--- config.mk ---
export PLATFORM = sky130hd
export DESIGN_NAME = multicycle_control
export DESIGN_NICKNAME = d
export VERILOG_FILES = /design/src/rtl/multicycle_control.sv
export SDC_FILE = /design/constraint.sdc
export NUM_CORES = 1
export LEC_CHECK = 0
export BUFFER_PORTS_ARGS = -buffer_cell sky130_fd_sc_hd__buf_2
export CAP_MARGIN = 20
export CELL_PAD_IN_SITES_DETAIL_PLACEMENT = 1
export CELL_PAD_IN_SITES_GLOBAL_PLACEMENT = 2
export CORE_MARGIN = 2
export CORE_UTILIZATION = 33
export DETAILED_ROUTE_END_ITERATION = 16
export GPL_ROUTABILITY_DRIVEN = 0
export GPL_TIMING_DRIVEN = 0
export PLACE_DENSITY_LB_ADDON = 0.15
export REMOVE_ABC_BUFFERS = 1
export SLEW_MARGIN = 5
export SYNTH_ARGS = -nofsm -noshare
export SYNTH_HDL_FRONTEND = slang
export SYNTH_SLANG_ARGS = --single-unit
--- constraint.sdc ---
create_clock -name clk -period 3.25 [get_ports clk]
set_input_delay 0.65 -clock clk [delete_from_list [all_inputs] [get_ports clk]]
set_output_delay 0.65 -clock clk [all_outputs]
set_load 0.02 [all_outputs]
--- src/rtl/multicycle_control.sv ---
// multicycle_control: multi-cycle RV32I control sequencer with memory handshake, traps and retire counter
module multicycle_control #(
    parameter int MEM_TIMEOUT = 16,
    parameter bit SUPPORT_EXT = 1'b1,
    parameter int CNT_WIDTH   = 32
) (
    input  logic                 clk,
    input  logic                 rst,
    input  logic [6:0]           opcode,
    input  logic                 mem_ready,
    input  logic                 stall,
    input  logic                 trap_clear,
    output logic                 branch,
    output logic                 memRead,
    output logic                 memToReg,
    output logic                 memWrite,
    output logic                 ALUSrc,
    output logic                 regWrite,
    output logic [1:0]           ALUOp,
    output logic                 mem_req,
    output logic                 iord,
    output logic                 ir_write,
    output logic                 pc_inc,
    output logic                 pc_write,
    output logic [2:0]           state,
    output logic                 trap,
    output logic [1:0]           trap_cause,
    output logic [CNT_WIDTH-1:0] retired
);
    typedef enum logic [2:0] {
        FETCH     = 3'd0,
        DECODE    = 3'd1,
        EXECUTE   = 3'd2,
        MEM       = 3'd3,
        WRITEBACK = 3'd4,
        TRAP      = 3'd5
    } state_t;

    localparam int WW = MEM_TIMEOUT > 0 ? $clog2(MEM_TIMEOUT + 1) : 1;
    localparam logic [6:0] OP_R     = 7'b0110011;
    localparam logic [6:0] OP_IA    = 7'b0010011;
    localparam logic [6:0] OP_IL    = 7'b0000011;
    localparam logic [6:0] OP_S     = 7'b0100011;
    localparam logic [6:0] OP_B     = 7'b1100011;
    localparam logic [6:0] OP_J     = 7'b1101111;
    localparam logic [6:0] OP_LUI   = 7'b0110111;
    localparam logic [6:0] OP_AUIPC = 7'b0010111;
    localparam logic [6:0] OP_JALR  = 7'b1100111;

    state_t                 state_q, state_d;
    logic [6:0]             opcode_q, opcode_d;
    logic [WW-1:0]          wait_q, wait_d;
    logic [1:0]             trap_cause_q, trap_cause_d;
    logic [CNT_WIDTH-1:0]   retired_q, retired_d;
    logic                   retire, timeout;
    logic                   is_r, is_il, is_s, is_b, is_j, is_jalr;
    logic                   alu_src;
    logic [1:0]             alu_op;

    function automatic logic legal(input logic [6:0] op);
        return (op inside {OP_R, OP_IA, OP_IL, OP_S, OP_B, OP_J}) ||
               (SUPPORT_EXT && (op inside {OP_LUI, OP_AUIPC, OP_JALR}));
    endfunction

    assign is_r    = opcode_q == OP_R;
    assign is_il   = opcode_q == OP_IL;
    assign is_s    = opcode_q == OP_S;
    assign is_b    = opcode_q == OP_B;
    assign is_j    = opcode_q == OP_J;
    assign is_jalr = opcode_q == OP_JALR;
    assign alu_src = !(is_r || is_b || is_j);
    assign alu_op  = is_b ? 2'b01 : (is_il || is_s) ? 2'b00 : (is_j || is_jalr) ? 2'b11 : 2'b10;
    assign timeout = (MEM_TIMEOUT != 0) && !mem_ready && (wait_q == WW'(MEM_TIMEOUT));

    assign state      = state_q;
    assign trap_cause = trap_cause_q;
    assign retired    = retired_q;

    // Next state, strobes and bookkeeping; everything is held at zero while rst is high
    always_comb begin
        state_d      = state_q;
        trap_cause_d = trap_cause_q;
        retire       = 1'b0;
        branch       = 1'b0;
        memRead      = 1'b0;
        memToReg     = 1'b0;
        memWrite     = 1'b0;
        ALUSrc       = 1'b0;
        regWrite     = 1'b0;
        ALUOp        = 2'b00;
        mem_req      = 1'b0;
        iord         = 1'b0;
        ir_write     = 1'b0;
        pc_inc       = 1'b0;
        pc_write     = 1'b0;
        trap         = 1'b0;
        if (!rst) begin
            case (state_q)
                FETCH: begin
                    mem_req  = 1'b1;
                    ir_write = mem_ready;
                    pc_inc   = mem_ready;
                    if (mem_ready) state_d = DECODE;
                    else if (timeout) begin
                        state_d      = TRAP;
                        trap_cause_d = 2'b10;
                    end
                end
                DECODE: begin
                    if (!stall && !legal(opcode)) begin
                        state_d      = TRAP;
                        trap_cause_d = 2'b01;
                    end else if (!stall) state_d = EXECUTE;
                end
                EXECUTE: begin
                    ALUSrc   = alu_src;
                    ALUOp    = alu_op;
                    branch   = is_b && !stall;
                    pc_write = (is_j || is_jalr) && !stall;
                    if (!stall) begin
                        state_d = is_b ? FETCH : (is_il || is_s) ? MEM : WRITEBACK;
                        retire  = is_b;
                    end
                end
                MEM: begin
                    mem_req  = 1'b1;
                    iord     = 1'b1;
                    memRead  = is_il;
                    memWrite = is_s;
                    ALUSrc   = alu_src;
                    ALUOp    = alu_op;
                    if (mem_ready) begin
                        state_d = is_s ? FETCH : WRITEBACK;
                        retire  = is_s;
                    end else if (timeout) begin
                        state_d      = TRAP;
                        trap_cause_d = 2'b10;
                    end
                end
                WRITEBACK: begin
                    regWrite = !stall;
                    memToReg = is_il;
                    if (!stall) begin
                        state_d = FETCH;
                        retire  = 1'b1;
                    end
                end
                TRAP: begin
                    trap = 1'b1;
                    if (trap_clear) begin
                        state_d      = FETCH;
                        trap_cause_d = 2'b00;
                    end
                end
                default: state_d = FETCH;
            endcase
        end
        opcode_d  = state_q == DECODE ? opcode : opcode_q;
        wait_d    = (state_d != state_q || mem_ready) ? '0 : (mem_req ? wait_q + WW'(1) : wait_q);
        retired_d = retire ? retired_q + CNT_WIDTH'(1) : retired_q;
    end

    // State, latched opcode, wait counter, trap cause and retire count
    always_ff @(posedge clk or posedge rst) begin
        if (rst) begin
            state_q      <= FETCH;
            opcode_q     <= '0;
            wait_q       <= '0;
            trap_cause_q <= '0;
            retired_q    <= '0;
        end else begin
            state_q      <= state_d;
            opcode_q     <= opcode_d;
            wait_q       <= wait_d;
            trap_cause_q <= trap_cause_d;
            retired_q    <= retired_d;
        end
    end
endmodule

Yosys cells after proc, flatten, opt, wreduce, memory -nomap -nowiden --
Index checks and enable logic that the tools add are counted.
Storage, ports and cells: flip-flop bits (word level) 49, bits in latches 0, RAM bits 0, ROM bits 0, input port bits 12, output and inout bits 51, memories 0
Cells by class: add/sub/neg operators 2, multiply operators 0, divide/modulo/power cells 0, magnitude comparators 0, equal/unequal tests 26, shift operators 0, muxes and demuxes 52, bitwise operators 1, reduce and logical (&&, ||, !) cells 22
Operators with widths (number):
- 7-bit equality test, second input constant | 6
- 3-bit two-way mux | 12
- 7-bit by 6-bit equality test with 1-bit output, second input constant | 5
- 32-bit by 1-bit adder with 32-bit output, second input constant | 1
- 1-bit two-way mux | 27
- 3-bit one-hot mux with 6 select lines | 1
- 2-bit two-way mux | 8
- 7-bit by 2-bit equality test with 1-bit output, second input constant | 2
- 7-bit by 5-bit equality test with 1-bit output, second input constant | 2
- 5-bit two-way mux | 2
- 3-bit by 2-bit equality test with 1-bit output, second input constant | 2
- 3-bit equality test, second input constant | 2
- 1-bit logical OR | 6
- 2-bit inequality test, second input constant | 3
- 2-bit one-hot mux with 3 select lines | 1
- 6-bit AND reduction | 1
- 3-bit nonzero test | 2
- 6-bit nonzero test | 1
- 5-bit by 1-bit adder with 5-bit output, second input constant | 1
- 5-bit equality test, second input constant | 1
- 1-bit logical AND | 4
- 1-bit logical NOT | 4
- 2-bit OR reduction | 2
- 3-bit by 1-bit equality test with 1-bit output, second input constant | 1
- 6 further kinds | 6

Depth between registers and ports, before layout --
depth in word-level cells 11, depth in mapped cells 7, gate-level depth less buffers 7

Least setup slack after synthesis --
No wires, ideal clock.
path kind input port to output port, start input port rst, end output port pc_write, arrival time 2.578 ns, path slack 0.022 ns, stages on the path 5, path buffers 1, path through clkbuf_1 -> inv_1 -> and2_1 -> nand2_1 -> nor2_1
On the way: longest elaborated chain between the ends 1
Ends and longest elaborated chain:
- start, declared | line 8 | input logic rst,
- 1-bit two-way mux | line 97 | if (!rst) begin
- end, declared | line 24 | output logic pc_write,
No other way between the ends.

Worst setup path in the final report --
start register state_q[1], in the netlist state[1], end register retired_q[29], in the netlist retired[29]
On the way: longest elaborated chain between the ends 3, elaborated cells on any way between the ends 5, classes of those cells 3 x eq/ne; 2 x mux
Ends and longest elaborated chain:
- start, declared | line 50 | state_t state_q, state_d;
- start signal, assigned | line 172 | state_q <= state_d;
- 3-bit equality test / 3-bit by 2-bit equality test with 1-bit output (equally long branches) | line 98 | case (state_q)
- 1-bit one-hot mux with 3 select lines * | line 98
- 1-bit two-way mux * | line 97
- end signal, assigned | line 176 | retired_q <= retired_d;
- end, declared | line 54 | logic [CNT_WIDTH-1:0] retired_q, retired_d;
Mark *: on every way between the ends. The rest lies on a longest branch, timed or not. A chain may end at the register's enable or synchronous reset.

==> impl_metrics.json <==
{
  "dp_cells": 443,
  "synth_top_area_frac": 0.4306,
  "yosysUniqueCellTypes": 52,
  "drv_cap": 0,
  "insertion_delay_ns": 0.30,
  "hold-worst-slack_ns": 0.4713,
  "hold_viol": 0,
  "chipWidth_um": 96.90,
  "die_area_um2": 9389,
  "yosys_most_used_dff": "dfrtp_1",
  "rsz0062_at_grt": "false",
  "grt_pass1_wl_um": 12260,
  "antenna_cells": 0,
  "clock_skew_ns": 0.004600,
  "finalNetCount": 361,
  "fin_crit_ns": 2.942,
  "p_per_area_nw_per_um2": 509.5,
  "holdPathStages": 1,
  "initial_utilization": 0.3431,
  "place_ws_ns": -0.05951,
  "fin_cells": 452,
  "drt-wirelength-per-cell_um": 16.04,
  "grtUsageTotal": 0.1560,
  "crit_type": "flip-flop to flip-flop",
  "num_vias": 2382,
  "final_max_slew_viol_count": 0,
  "final_common_cell": "buf_2",
  "synth-seq-cells": 49,
  "cp-end-kind": "flip-flop",
  "final_cell_mix": "buf_2, dfrtp_1, xor2_1, nand2_1, nor2_1",
  "grt_max_degree": 32,
  "drtIter0Drc": 79,
  "drc": 0,
  "cts-root-buf": "clkbuf_8",
  "grt_pass1_vias": 2444,
  "place_hpwl_um": 5286,
  "peakVddDrop_mv": 0.2504,
  "postSynthAreaPerCell_um2": 9.820,
  "status": "finished, final reports clean",
  "pwr-share-comb": 0.293,
  "die_h_um": 96.90,
  "setup_viol": 0,
  "pwr-share-seq": 0.472,
  "row_count": 33,
  "syn_area_um2": 2848,
  "worstPathArrival_ns": 3.14,
  "hold_class": "flip-flop to flip-flop",
  "cts_tree": "built",
  "routed_wl_um": 7249,
  "cts_made_buffers": 5,
  "numPortBuffers": 62,
  "first_pass_iters": 4,
  "swShare": 0.3675,
  "yosys_warnings": 0,
  "synthArstFlopShare": 1.000,
  "ys_seq_area_frac": 0.4306,
  "clk_pin_slew_worst_paths_ns": 0.09,
  "startpoint_type": "flip-flop",
  "ant_nets": 0,
  "power_switching_uw": 628.0,
  "core_region_area_um2": 8299,
  "p_int_uw": 1081,
  "synth_top_cell_by_area": "dfrtp_1",
  "area_delta_synth_final_pct": 17.75,
  "vias_per_cell": 5.270,
  "clock_sinks": 49,
  "fin_crit_sh": 0.9053,
  "synth_edf_count": 0,
  "io-pin-count": 63,
  "synth.area.top_cells": "dfrtp_1, xor2_1, nand2_1",
  "clockBufferDepth": 2,
  "clock.fmax_mhz": 339.9,
  "setup_slack_ns": 0.3078,
  "grt.overflow.total": 0,
  "synthCells": 290,
  "clockPowerShare": 0.235,
  "layout-drive-gt1-share": 0.2824,
  "antenna_found_initial": 0,
  "crit_fanout": 16,
  "slew_headroom": 0.4896,
  "p_leak_uw": 0.001654,
  "r2r_cells": 5,
  "tightestPinTransition_ns": 0.7656,
  "crit_required_ns": 3.45,
  "htree_levels": 2
}
-- path summary, 6_finish.rpt --
path	from	end	slack, ns
min in group asynchronous	rst	state[2]	0.50
min reg2reg	retired[31]	retired[31]	0.47
max	state[1]	retired[29]	0.31
min	retired[31]	retired[31]	0.47
max reg2reg	state[1]	retired[29]	0.31
max in group asynchronous	rst	wait_q[3]	2.21
-- cell usage after synthesis, types with 2 or more instances --
| cell | instances |
|---|---|
| nor4b_1 | 4 |
| nor4_2 | 7 |
| or2_2 | 2 |
| nor2b_1 | 4 |
| ha_1 | 3 |
| a22oi_1 | 2 |
| nand2_1 | 26 |
| nand2b_1 | 6 |
| nor3_1 | 15 |
| nor4_1 | 6 |
| nor2_1 | 21 |
| xor2_1 | 31 |
| clkbuf_1 | 10 |
| nor3b_1 | 3 |
| dfrtp_1 | 49 |
| mux2_2 | 8 |
| o22ai_1 | 2 |
| or4b_1 | 2 |
| nand4_1 | 8 |
| nand3_1 | 10 |
| xnor2_1 | 6 |
| a21oi_1 | 12 |
| nor4b_2 | 4 |
| inv_1 | 9 |
| buf_2 | 4 |
| o21ai_0 | 5 |
| and3_1 | 3 |
| and2_1 | 4 |
-- cells by family after synthesis --
kind of cell | count (synthesis) | share of synthesized area
flip-flops | 49 | 0.4306
multiplexers | 9 | 0.03515
XOR/XNOR | 37 | 0.1138
adder cells (fa/ha/maj) | 3 | 0.01318
buffers and inverters | 24 | 0.03471
AND/OR/NAND/NOR | 135 | 0.2887
AO/OA/AOI/OAI | 33 | 0.08392
-- critical path: stages, from the launching register on --
cell and delay, ns:
dfrtp_1 0.66, or3b_1 0.59, a2111oi_4 0.59, nand2_2 0.30, or4b_1 0.55, xnor2_1 0.14
-- layer usage --
metal	up-vias	wire length (um)	part of all wire	track usage
li1	1149	-	-	-
met1	1169	3432	0.47	0.2091
met2	54	3372	0.47	0.2543
met3	10	326	0.045	0.03251
met4	0	117	0.016	0.04659
met5	-	0	0	0
-- layout make-up --
type                       instances  area [um2]
fill                             986        4946
clock inverter                     1       5.005
inverter                           9       33.78
clock buffer                       7       96.34
tap                              105       131.4
multi-input combinational        217        1525
sequential                        49        1226
timing repair buffer              64       335.3
-- through the flow --
step	util	instance area (um2)	setup TNS, ns	total power (uW)
floorplan	-	2783	0	1148
global placement	0.3885	3224	-2.112	1311
detailed placement	0.3909	3244	-0.05951	1326
CTS	0.4031	3346	0	1731
global route	0.4040	3353	0	1825
finish	0.4040	3353	0	1709
-- sequential cells by signal, summed over array words and instances (netlist names) --
| signal | count |
|---|---|
| state | 3 |
| opcode_q | 7 |
| trap_cause | 2 |
| wait_q | 5 |
| retired | 32 |
-- timing repair --
item                                    in CTS  in global routing
setup buffers                                0                  0
gates resized for setup                      0                  1
hold buffers                                 0                  0
endpoints found under the setup margin       0                  1
-- power by group through the flow --
stage	logic (uW)	clock network, uW	registers, uW
after floorplan	333	0	815
after global placement	494	0	817
after detailed placement	505	0	821
after CTS	506	416	809
after global routing	557	438	829
final	501	402	806
(Power assumes the default switching activity.)
